`config.mk`:
```
export PLATFORM = sky130hd
export DESIGN_NAME = sram_bank
export DESIGN_NICKNAME = d
export VERILOG_FILES = /design/src/rtl/sram_pkg.sv /design/src/rtl/sram_rd_pipe.sv /design/src/rtl/sram_bank.sv
export SDC_FILE = /design/constraint.sdc
export NUM_CORES = 1
export LEC_CHECK = 0
export BUFFER_PORTS_ARGS = -buffer_cell sky130_fd_sc_hd__buf_2
export CAP_MARGIN = 20
export CORE_MARGIN = 3
export CORE_UTILIZATION = 55
export CTS_CLUSTER_DIAMETER = 30
export DETAILED_ROUTE_END_ITERATION = 10
export PLACE_DENSITY = 0.81
export SYNTH_ARGS = -nofsm -noshare
export SYNTH_HDL_FRONTEND = slang
export SYNTH_SLANG_ARGS = --single-unit
```
`constraint.sdc`:
```
create_clock -name clk -period 1.85 [get_ports clk]
set_input_delay 0.2775 -clock clk [delete_from_list [all_inputs] [get_ports clk]]
set_output_delay 0.2775 -clock clk [all_outputs]
set_load 0.01 [all_outputs]
```
`src/rtl/sram_pkg.sv`:
```
// rtl/sram_pkg.sv - shared types, constants and helpers for the sram_bank storage primitive
// Contents:
//   sram_state_t : bank control state (CLEAR while zero-filling, READY for requests)
//   RW_READ/RW_WRITE : encoding of the request rw bit
//   sram_depth() : number of words addressed by an ADDR_W-bit address
package sram_pkg;

    typedef enum logic {
        CLEAR = 1'b0,
        READY = 1'b1
    } sram_state_t;

    localparam logic RW_READ  = 1'b0;
    localparam logic RW_WRITE = 1'b1;

    function automatic int sram_depth(input int addr_w);
        return 1 << addr_w;
    endfunction

endpackage

```
`src/rtl/sram_rd_pipe.sv`:
```
// rtl/sram_rd_pipe.sv - read data/valid delay line with RD_LAT register stages
// Ports:
//   clk, rst        : clock, asynchronous active-low reset
//   in_valid        : a read word is presented on in_data this cycle
//   in_data         : word read from the array
//   out_valid       : last stage carries a new result
//   out_data        : last stage data, held while out_valid is low
module sram_rd_pipe #(
    parameter int DATA_W = 16,
    parameter int RD_LAT = 1
) (
    input  logic              clk,
    input  logic              rst,
    input  logic              in_valid,
    input  logic [DATA_W-1:0] in_data,
    output logic              out_valid,
    output logic [DATA_W-1:0] out_data
);

    logic [RD_LAT-1:0] vld_q;
    logic [DATA_W-1:0] dat_q [RD_LAT];

    // Each stage only loads when the stage before it is valid, so the final
    // stage naturally holds the last delivered word between results.
    always_ff @(posedge clk or negedge rst) begin
        if (!rst) begin
            vld_q <= '0;
            for (int i = 0; i < RD_LAT; i++) begin
                dat_q[i] <= '0;
            end
        end else begin
            vld_q[0] <= in_valid;
            if (in_valid) begin
                dat_q[0] <= in_data;
            end
            for (int i = 1; i < RD_LAT; i++) begin
                vld_q[i] <= vld_q[i-1];
                if (vld_q[i-1]) begin
                    dat_q[i] <= dat_q[i-1];
                end
            end
        end
    end

    assign out_valid = vld_q[RD_LAT-1];
    assign out_data  = dat_q[RD_LAT-1];

endmodule

```
`src/rtl/sram_bank.sv`:
```
// rtl/sram_bank.sv - single-port SRAM bank with valid/ready requests, byte enables and post-reset clear
// Ports:
//   clk, rst        : clock, asynchronous active-low reset
//   req_valid/ready : request handshake; ready only in READY state
//   rw, addr        : 1 = write, 0 = read; word address
//   din, be         : write data and per-byte write enables
//   dataout         : read result, held between results
//   rd_valid        : dataout carries a new result this cycle
//   busy            : zero-fill sequence in progress
module sram_bank
    import sram_pkg::*;
#(
    parameter int DATA_W         = 16,
    parameter int ADDR_W         = 4,
    parameter int RD_LAT         = 1,
    parameter int CLEAR_ON_RESET = 1
) (
    input  logic                clk,
    input  logic                rst,
    input  logic                req_valid,
    output logic                req_ready,
    input  logic                rw,
    input  logic [ADDR_W-1:0]   addr,
    input  logic [DATA_W-1:0]   din,
    input  logic [DATA_W/8-1:0] be,
    output logic [DATA_W-1:0]   dataout,
    output logic                rd_valid,
    output logic                busy
);

    localparam int          DEPTH     = sram_depth(ADDR_W);
    localparam int          NBYTES    = DATA_W / 8;
    localparam sram_state_t RST_STATE = (CLEAR_ON_RESET != 0) ? CLEAR : READY;

    sram_state_t       state_q, state_d;
    logic [ADDR_W-1:0] clr_cnt_q, clr_cnt_d;
    logic [DATA_W-1:0] mem_q [DEPTH];
    logic              accept;
    logic              wr_accept;
    logic              rd_accept;

    always_ff @(posedge clk or negedge rst) begin
        if (!rst) begin
            state_q   <= RST_STATE;
            clr_cnt_q <= '0;
        end else begin
            state_q   <= state_d;
            clr_cnt_q <= clr_cnt_d;
        end
    end

    always_comb begin
        state_d   = state_q;
        clr_cnt_d = clr_cnt_q;
        if (state_q == CLEAR) begin
            clr_cnt_d = clr_cnt_q + 1'b1;
            if (clr_cnt_q == ADDR_W'(DEPTH - 1)) begin
                state_d = READY;
            end
        end
    end

    assign req_ready = (state_q == READY);
    assign busy      = (state_q == CLEAR);
    assign accept    = req_valid && req_ready;
    assign wr_accept = accept && (rw == RW_WRITE);
    assign rd_accept = accept && (rw == RW_READ);

    // Storage has no reset: contents change only through the clear sequence
    // or accepted writes.
    always_ff @(posedge clk) begin
        if (busy) begin
            mem_q[clr_cnt_q] <= '0;
        end else if (wr_accept) begin
            for (int k = 0; k < NBYTES; k++) begin
                if (be[k]) begin
                    mem_q[addr][8*k +: 8] <= din[8*k +: 8];
                end
            end
        end
    end

    // The first pipe stage registers mem_q[addr] on the accepting edge.
    sram_rd_pipe #(
        .DATA_W (DATA_W),
        .RD_LAT (RD_LAT)
    ) u_rd_pipe (
        .clk       (clk),
        .rst       (rst),
        .in_valid  (rd_accept),
        .in_data   (mem_q[addr]),
        .out_valid (rd_valid),
        .out_data  (dataout)
    );

endmodule

```
-- Word-level counts from Yosys, hierarchy flattened
Memory sizes are Yosys's and may differ from the RTL's. A register that Yosys moved wholly into a read port is not among the register bits.
Index checks and enable logic that the tools add are counted.
- register bits: 6
- bits of input ports: 26
- bits in latches: 0
- output and inout port bits: 19
- memory bits (read-only): 0
- RAM bits: 256
- memories kept: 1
- memory list (memory ; words ; width ; read ports ; clocked after memory_dff ; wr ports ; line ; RTL):
    mem_q ; 16 ; 16 ; 1 ; 1 ; 1 ; sram_bank.sv:37 ; logic [DATA_W-1:0] mem_q [DEPTH];
- add/subtract/negate cells: 1
- equality and inequality tests: 1
- reductions and logical operators: 5
- bitwise operators: 2
- magnitude comparators: 0
- multipliers: 0
- multiplexer cells: 14
- shifts and indexed selects: 0
- div/mod/pow operators: 0
- operators by type and width (kind ; number):
    16-bit two-way mux ; 1
    16-bit OR reduction ; 1
    1-bit two-way mux ; 11
    4-bit by 1-bit adder with 4-bit output, second input constant ; 1
    4-bit == test, second input constant ; 1
    4-bit two-way mux ; 1
    1-bit logical AND ; 3
    2-bit two-way mux ; 1
    1-bit NOT ; 2
    1-bit logical NOT ; 1

-- Longest topological paths before layout
Gate-level depths: netlist of run 1.
- word-level depth: 7
- gate-level depth with buffers: 8
- mapped depth without buffers: 5

-- Modules after synthesis
Synthesis of run 1 repeated with hierarchy kept, for this count alone.
- cells, all modules: 563
- area, all modules: 11350.9 um^2
- modules (own cells, without submodules) (module ; instances ; seq. area each (um^2) ; area each (um^2) ; cells an instance):
    sram_bank ; 1 ; 7812.5 ; 10676.5 ; 528
    sram_rd_pipe ; 1 ; 425.4 ; 674.4 ; 35

-- Least setup slack after synthesis of run 1
No wires, ideal clock.
- path kind: register to register
- start: register state_q (netlist: req_ready)
- end: memory mem_q[13][0] (enable)
- cell stages (with the launch flop): 7
- slack: -0.291 ns
- setup time: 0.370 ns
- arrival: 1.771 ns
- path buffers: 3
- period minus slack after synthesis: 2.141 ns
- data required time: 1.480 ns
- cells stage by stage: dfrtp_1 buf_2 o2111a_1 buf_2 clkbuf_1 a21oi_1 nor2_1
- longest elaborated chain between the ends: 7
- elaborated cells on any way between the ends: 12
- RTL lines (what ; line ; RTL):
    start: declaration ; sram_bank.sv:35 ; sram_state_t state_q, state_d;
    start signal: assignment ; sram_bank.sv:47 ; state_q <= state_d;
    1-bit logical AND ; sram_bank.sv:65 ; assign accept = req_valid && req_ready;
    1-bit logical AND ; sram_bank.sv:66 ; assign wr_accept = accept && (rw == RW_WRITE);
    1-bit two-way mux ; sram_bank.sv:74 ; end else if (wr_accept) begin
    1-bit two-way mux ; sram_bank.sv:72 ; if (busy) begin
    1-bit two-way mux (implied by the code) ; sram_bank.sv:77 ; mem_q[addr][8*k +: 8] <= din[8*k +: 8];
    16-bit OR reduction (no line) ; n/a ;
    4-bit two-way mux (no line) / 2-bit two-way mux (equally long branches) ; n/a ;
    end: declaration ; sram_bank.sv:37 ;
Several ways; a longest one is shown, not always the timed one.

-- Final worst setup path of run 1
- start: register state_q (netlist: req_ready)
- end: memory mem_q[6][15] (enable)
The elaborated chain is that of the path after synthesis.

==> results of run 1 <==
-- per-layer routing --
metal	up-vias	global-route usage, %	part of all wire [%]
met5	-	0	0
met4	0	7.32	2.6
met3	63	5.86	9.9
met2	392	38.5	49
met1	3191	34.9	39
li1	2561	-	-
-- logic make-up (layout without fill, tap and decap cells) --
kind of cell / Yosys count / in the layout / share of synthesized area, %
simple gates: 88 / 88 / 3.74
mux: 103 / 103 / 15.5
flops: 278 / 278 / 74.7
compound gates: 69 / 69 / 4.13
fa+ha+maj: 1 / 1 / 0.113
xor+xnor: 3 / 3 / 0.238
buf+inv: 33 / 170 / 1.60
-- synthesized netlist by cell type --
library cell    n  area [um2]
o2111a_1        1        11.3
nand3_1         6        30.0
o21ai_0        15        75.1
ha_1            1        12.5
mux4_2         20         450
and2_1         18         113
buf_1           3        11.3
nor3_1          1        5.00
mux2_2         17         191
a21oi_1         4        20.0
buf_4           2        15.0
nand4_1         1        6.26
xnor2_1         3        26.3
nand3b_1        1        7.51
mux2i_1        41         410
mux4_1         25         657
nand2_1        16        60.1
nand2b_1        4        25.0
buf_6           4        45.0
a22oi_1        19         143
dfrtp_1        22         551
inv_1           2        7.51
nor2_1         37         139
nor2b_1         2        12.5
clkbuf_1       10        37.5
edfxtp_1      256        7690
o21ai_1        15        75.1
nor3b_1         2        15.0
a22o_1         15         131
buf_2          12        60.1
-- registers in the layout, indices dropped and copies added (netlist names) --
| name | count |
|---|---|
| req_ready | 1 |
| u_rd_pipe.out_data | 16 |
| clr_cnt_q | 4 |
| mem_q | 256 |
| u_rd_pipe.out_valid | 1 |
-- worst register-to-register path, delay by kind of cell (launching register included) --
family          cells  cell delay [ns]
buf+inv             1             0.17
flops               1             0.36
simple gates        2             0.48
compound gates      1             0.24
mux                 1             0.38
-- power groups by stage --
stage	Sequential (uW)	Combinational (uW)	Clock, uW
after floorplan	7060	379	0
after global placement	7050	648	0
after detailed placement	7050	671	0
after CTS	6920	701	7280
after global routing	6920	760	7590
final	6920	718	7270
-- cells in the final DEF, fill, tap and decap left out, drive strengths merged, types with 6 or more instances in the layout --
| master | synthesis | routed |
|---|---|---|
| edfxtp | 256 | 256 |
| buf | 21 | 97 |
| mux4 | 45 | 45 |
| clkbuf | 10 | 43 |
| mux2i | 41 | 41 |
| nor2 | 37 | 37 |
| o21ai | 30 | 30 |
| dfrtp | 22 | 22 |
| a22oi | 19 | 19 |
| and2 | 18 | 18 |
| mux2 | 17 | 17 |
| nand2 | 16 | 16 |
| a22o | 15 | 15 |
| clkinv | 0 | 14 |
| inv | 2 | 9 |
| nand3 | 6 | 6 |
-- area by class of cell --
class / count / area [um2]
inverter: 2 / 7.51
tap: 265 / 332
sequential: 278 / 8240
clock buffer: 43 / 1030
multi-input combinational: 264 / 3030
timing repair buffer: 98 / 847
clock inverter: 27 / 250
fill: 1105 / 5850
-- metrics by stage --
stage / cells / hold slack [ns] / total power, uW
floorplan: 575 / -0.0181 / 7440
global placement: 886 / 0.307 / 7690
detailed placement: 886 / 0.307 / 7720
CTS: 974 / 0.270 / 14900
global route: 977 / 0.315 / 15300
finish: 977 / 0.289 / 14900
-- worst paths after layout --
path                            slack (ns)  cells past startpoint                                from                                 end
worst max-delay path                 -0.11                      5                 req_ready$_DFF_PN0_              mem_q[6][15]$_DFFE_PP_
worst min-delay path                  0.29                      4                                  rw       u_rd_pipe.out_valid$_DFF_PN0_
worst max register to register       -0.11                      5                 req_ready$_DFF_PN0_              mem_q[6][15]$_DFFE_PP_
worst min register to register        0.55                      2  u_rd_pipe.out_data[14]$_DFFE_PN0P_  u_rd_pipe.out_data[14]$_DFFE_PN0P_
max in group asynchronous             1.15                      2                                 rst   u_rd_pipe.out_data[0]$_DFFE_PN0P_
min in group asynchronous             0.30                      2                                 rst       u_rd_pipe.out_valid$_DFF_PN0_
-- repair_timing --
item,in CTS,in global routing
endpoints found under the setup margin,240,257
hold endpoints to repair,22,0
resized for setup,10,7
setup buffers,17,3
pin swaps,14,18
hold buffers,1,0
==> out/summary.txt, run 1 <==
outcome: finished, violations left
failing checks: setup timing
Setup CP Type: reg2reg
Slew HR: 50.2%
critical path's largest stage delay: 0.38 ns
RSZ-0062 raised after global routing: true
Buf+Inv Stages, Crit Path: 1
nets: 710
DP Worst Slack: -0.150 ns
Fin. Hold Viols: 0
Max FO, Critical Path: 9
Tmin final: 1.96 ns
Bufs on Longest Clock Path: 3
Worst-path clk slew: 0.06 ns
Global Route Usage Sum: 24.5%
Worst Clk Skew: 0.0236 ns
fin. max-slew vios: 0
Startpoint Class: register
Layout area overhead: 24.6%
Clock power frac: 48.8%
Util after Layout: 70.1%
# rows: 51
core area: 19600 um2
FMAX: 511 MHz
Seq pwr share: 46.4%
drt drc: 0
largest net degree at the start of global routing: 28
setup ws final: -0.105 ns
die height: 148 um
crit path DAT: 2.14 ns
DR WL/cell: 27.0 um
Syn. warnings: 0
sw frac: 21.7%
Detailed Place HPWL: 15.8 mm
slowest CP cell: mux2i_4
Peak VDD IR: 0.827 mV
Tightest Pin Transition: 0.746 ns
Distinct cells, synth: 30
IO Pins: 45
Cell Area, Synth: 11000 um2
1st-pass router iterations: 5
DRT iter0 DRCs: 699
clk_lat worst skew: 0.52 ns
antenna violations before repair: 0
critical path capture point type: register
crit path cell chain: o2111a_2 -> buf_12 -> mux2i_4 -> nand2_4 -> nor2_4
CTS tree: yes
Worst EP required: 2.03 ns
total CTS buffers: 39
Die Area: 21800 um2
clock net sink count: 278
GR Overflow Total: 0
Port Buf Inserts: 44
Final TNS setup: -5.51 ns
placer congestion estimate: 0.889
via count: 6207
initial core utilization: 56.3%
# diodes: 0
Mapped Nets: 602
post-synthesis average cell area: 19.2 um2
P_int: 11700 uW
CTS H-tree lvls: 2
layout cells sized above 1: 36.7%
Sw Pwr: 3240 uW
Top delay family on crit path: simple AND/OR/NAND/NOR gates
Comb power frac: 4.8%
max-cap violations: 0
final worst path period share: 106%
Detailed Route WL: 26.4 mm
CTS Root Cell: clkbuf_16
Final Setup Violations: 100
Post-DP Area: 12100 um2
leakage: 0.00543 uW
number of global-route vias before repair: 6251
Mapped Cells: 575
power per cell area: 1090 nW/um2
Vias per Instance: 6.35
sequential element share of the synthesized area: 74.7%
fin area: 13700 um2
Hold Crit Class: in2reg
Post-DRT Antenna Nets: 0
die width: 148 um
first-pass GRT wire length: 39.8 mm
synthesis-stage register bit count: 278
Power figures use the tool's default switching activity.
==> run 2, diff against run 1 <==
Settings changed: CORE_MARGIN 3 to 2, CORE_UTILIZATION 55 to 25, PLACE_DENSITY 0.81 to 0.46.
==> out/summary.txt, run 2 (synthesized netlist as in run 1, its figures left out) <==
outcome: finished, final reports clean
Slew HR: 48.0%
Startpoint Class: register
total CTS buffers: 46
commonest cells after routing, fill and taps aside: edfxtp_1 (256), clkbuf_16 (46), buf_2 (43)
Bufs on Longest Clock Path: 3
first-pass GRT wire length: 40.3 mm
die width: 214 um
largest net degree at the start of global routing: 23
clock net sink count: 278
Tmin final: 1.84 ns
leakage: 0.00568 uW
CTS H-tree lvls: 2
CTS Root Cell: clkbuf_16
GR Overflow Total: 0
Worst Clk Skew: 0.0170 ns
Detailed Route WL: 26.8 mm
fin. max-slew vios: 0
drt drc: 0
Util after Layout: 34.2%
hold path endpoint: u_rd_pipe.out_valid$_DFF_PN0_
reg2reg end: mem_q[4][4]$_DFFE_PP_
Port Buf Inserts: 44
clk_lat worst skew: 0.54 ns
max-cap violations: 0
Hold Crit Class: in2reg
IO Pins: 45
layout cells sized above 1: 39.4%
CP Launch Point: req_ready$_DFF_PN0_
hold path depth: 4
Global Route Usage Sum: 11.7%
worst r2r path cells: 5
number of global-route vias before repair: 6278
Setup CP Type: reg2reg
Fill cells: 4059
placer congestion estimate: 0.732
via count: 5807
power per cell area: 1100 nW/um2
largest register by flop count: mem_q
nets: 737
FMAX: 543 MHz
Tightest Pin Transition: 0.780 ns
Peak VDD IR: 0.589 mV
R2R setup slack: 0.007 ns
DR WL/cell: 20.1 um
Final TNS setup: 0 ns
Post-DP Area: 12900 um2
Worst EP required: 2.06 ns
# rows: 76
Post-DRT Antenna Nets: 0
Worst-path clk slew: 0.05 ns
Die Area: 45800 um2
antenna violations before repair: 2
final worst path period share: 99.6%
Critical R2R Launch: req_ready$_DFF_PN0_
CTS tree: yes
Layout area overhead: 34.2%
Max FO, Critical Path: 13
DRT iter0 DRCs: 448
RSZ-0062 raised after global routing: true
initial core utilization: 25.5%
Vias per Instance: 4.35
Fin. Hold Viols: 0
hold wc startpoint: rw
core area: 43300 um2
crit path DAT: 2.05 ns
Detailed Place HPWL: 17.8 mm
fin area: 14800 um2
critical path capture point type: register
max reg flops: 256
die height: 214 um
commonest non-fill, non-tap cell in the layout: edfxtp_1
1st-pass router iterations: 4
Final Setup Violations: 0
hold_ws: 0.245 ns
## run 2: metal layers
| metal | part of all wire, % | GRT usage [%] |
|---|---|---|
| met5 | 0.048 | 0 |
| met4 | 2.3 | 3.91 |
| met3 | 3.1 | 1.99 |
| met2 | 48 | 19.4 |
| met1 | 46 | 15.7 |
## run 2: worst max-delay path by stage
stage,end,slack (ns)
CTS,mem_q[13][1]$_DFFE_PP_,-0.008
finish,mem_q[4][4]$_DFFE_PP_,0.007
global placement,mem_q[4][10]$_DFFE_PP_,-0.16
global route,mem_q[12][10]$_DFFE_PP_,-0.05
detailed placement,mem_q[0][15]$_DFFE_PP_,-0.19
floorplan,mem_q[13][0]$_DFFE_PP_,0.01
## run 2: repair_timing
| action | CTS | global route |
|---|---|---|
| endpoints found under the hold margin | 22 | 0 |
| setup buffers | 12 | 3 |
| hold buffers | 1 | 0 |
| pin swaps | 6 | 3 |
| setup endpoints to repair | 249 | 242 |
| cloned | 0 | 0 |
| resized for setup | 4 | 8 |
## run 2: power by group
part           total, uW  internal, uW  switching (uW)
clock               8550          5530            3020
sequential          6930          6890            38.9
combinational        733           312             421
## run 2: layout make-up
cell class              instances  area, um2  share of cell area, %
multi-input cells             264       3010                   20.4
repair buffers                118       1230                   8.32
diodes                          1       2.50                 0.0169
inverters                       2       7.51                 0.0507
clock buffers                  54       1200                   8.12
clock inverters                32        372                   2.51
well taps                     585        732                   4.95
flip-flops and latches        278       8240                   55.7
## run 2: stage by stage
stage                     setup WS [ns]  power [uW]  cells
after floorplan                 0.00955        7440    575
after global placement           -0.160        7760   1231
after detailed placement         -0.186        7770   1231
after CTS                      -0.00848       16300   1330
after global routing            -0.0526       16700   1333
final                           0.00720       16200   1334
## run 2: critical path, stage by stage (launching register included)
cell and delay [ns]:
dfrtp_1 0.34, o2111a_1 0.23, buf_12 0.18, mux2i_4 0.34, nand2_4 0.14, nor2_4 0.27
==> run 3, diff against run 2 <==
Settings changed: GPL_TIMING_DRIVEN set to 0.
==> out/summary.txt, run 3 (synthesized netlist as in run 1, its figures left out) <==
1st-pass router iterations: 7
max reg flops: 256
Final Total Pwr: 16900 uW
GR Overflow Total: 0
largest net degree at the start of global routing: 23
total CTS buffers: 48
Tightest Pin Transition: 1.08 ns
Port Buf Inserts: 42
clk_lat worst skew: 0.53 ns
commonest cells after routing, fill and taps aside: edfxtp_1 (256), buf_2 (51), clkbuf_16 (49)
Setup CP Type: reg2reg
commonest non-fill, non-tap cell in the layout: edfxtp_1
FMAX: 531 MHz
max-cap violations: 0
Global Route Usage Sum: 13.2%
Final Setup Violations: 39
Bufs on Longest Clock Path: 3
Fin. Hold Viols: 0
Worst-path clk slew: 0.05 ns
die width: 214 um
DRT iter0 DRCs: 510
Peak VDD IR: 0.705 mV
Post-DRT Antenna Nets: 0
largest register by flop count: mem_q
CTS tree: yes
Slew HR: 28.0%
antenna violations before repair: 0
CTS Root Cell: clkbuf_16
final worst path period share: 102%
leakage: 0.00579 uW
die height: 214 um
layout cells sized above 1: 40.5%
Max FO, Critical Path: 7
Die Area: 45800 um2
power per cell area: 1130 nW/um2
RSZ-0062 raised after global routing: true
Vias per Instance: 4.46
Tmin final: 1.88 ns
Detailed Place HPWL: 18.6 mm
Startpoint Class: register
drt drc: 0
setup ws final: -0.0328 ns
Final TNS setup: -0.739 ns
via count: 6007
critical path capture point type: register
Detailed Route WL: 30.4 mm
Hold Crit Class: in2reg
DR WL/cell: 22.6 um
Worst Clk Skew: 0.0135 ns
Worst EP required: 2.09 ns
initial core utilization: 25.5%
Layout area overhead: 36.5%
number of global-route vias before repair: 6199
first-pass GRT wire length: 43.8 mm
failing checks: setup timing
# rows: 76
clock net sink count: 278
crit path DAT: 2.12 ns
fin. max-slew vios: 0
core area: 43300 um2
CTS H-tree lvls: 2
IO Pins: 45
outcome: finished, violations left
nets: 749
placer congestion estimate: 0.759
run 3: worst paths after layout:
check	endpoint	cells after the start	from	slack [ns]
max	mem_q[13][13]$_DFFE_PP_	7	req_ready$_DFF_PN0_	-0.03
min	u_rd_pipe.out_valid$_DFF_PN0_	3	req_valid	0.06
max reg2reg	mem_q[13][13]$_DFFE_PP_	7	req_ready$_DFF_PN0_	-0.03
min reg2reg	u_rd_pipe.out_data[7]$_DFFE_PN0P_	2	u_rd_pipe.out_data[7]$_DFFE_PN0P_	0.53
max in group asynchronous	u_rd_pipe.out_data[14]$_DFFE_PN0P_	2	rst	1.04
min in group asynchronous	clr_cnt_q[2]$_DFFE_PN0N_	2	rst	0.35
run 3: final cells by class:
cell class,instances,area [um2]
Clock buffer,56,1260
Clock inverter,32,435
Antenna cell,2,5.00
Sequential cell,278,8240
Inverter,2,7.51
Fill cell,4058,28200
Timing Repair Buffer,94,1050
Tap cell,585,732
Multi-Input combinational cell,270,3140
Buffer,28,185
run 3: metrics by stage:
stage / util [%] / hold slack (ns) / setup slack [ns] / cells / instance area [um2]
after floorplan: - / -0.0181 / 0.00955 / 575 / 11400
after global placement: 28.5 / 0.372 / -0.871 / 1202 / 12300
after detailed placement: 28.5 / 0.384 / -0.814 / 1202 / 12300
after CTS: 34.8 / 0.0470 / -0.130 / 1345 / 15000
after global routing: 34.8 / 0.0751 / -0.0960 / 1345 / 15000
final: 34.8 / 0.0595 / -0.0328 / 1347 / 15100
run 3: where the power goes:
group	internal [uW]	switching [uW]
sequential	6890	43.8
clock	6180	3050
combinational	299	478
total	13400	3570
run 3: per-layer routing:
| layer | GRT usage, % | vias to the layer above | wire length, um |
|---|---|---|---|
| met5 | 0 | - | 0 |
| met1 | 18.8 | 3164 | 14200 |
| met2 | 21.2 | 152 | 14400 |
| li1 | - | 2650 | - |
| met4 | 3.22 | 0 | 505 |
| met3 | 2.04 | 41 | 1300 |
run 3: critical path, cell delays in order, from the launching register on:
cell	delay [ns]
dfrtp_1	0.38
o2111a_2	0.24
buf_8	0.15
mux2i_4	0.27
buf_6	0.14
nand2_8	0.07
nor2_4	0.17
buf_12	0.15
run 3: what timing repair did:
| item | CTS | global route |
|---|---|---|
| pin swaps | 41 | 17 |
| cloned | 7 | 0 |
| buffers inserted | 48 | 3 |
| hold buffers | 1 | 0 |
| gates resized for setup | 51 | 8 |
| endpoints found under the setup margin | 528 | 277 |
| endpoints found under the hold margin | 22 | 0 |
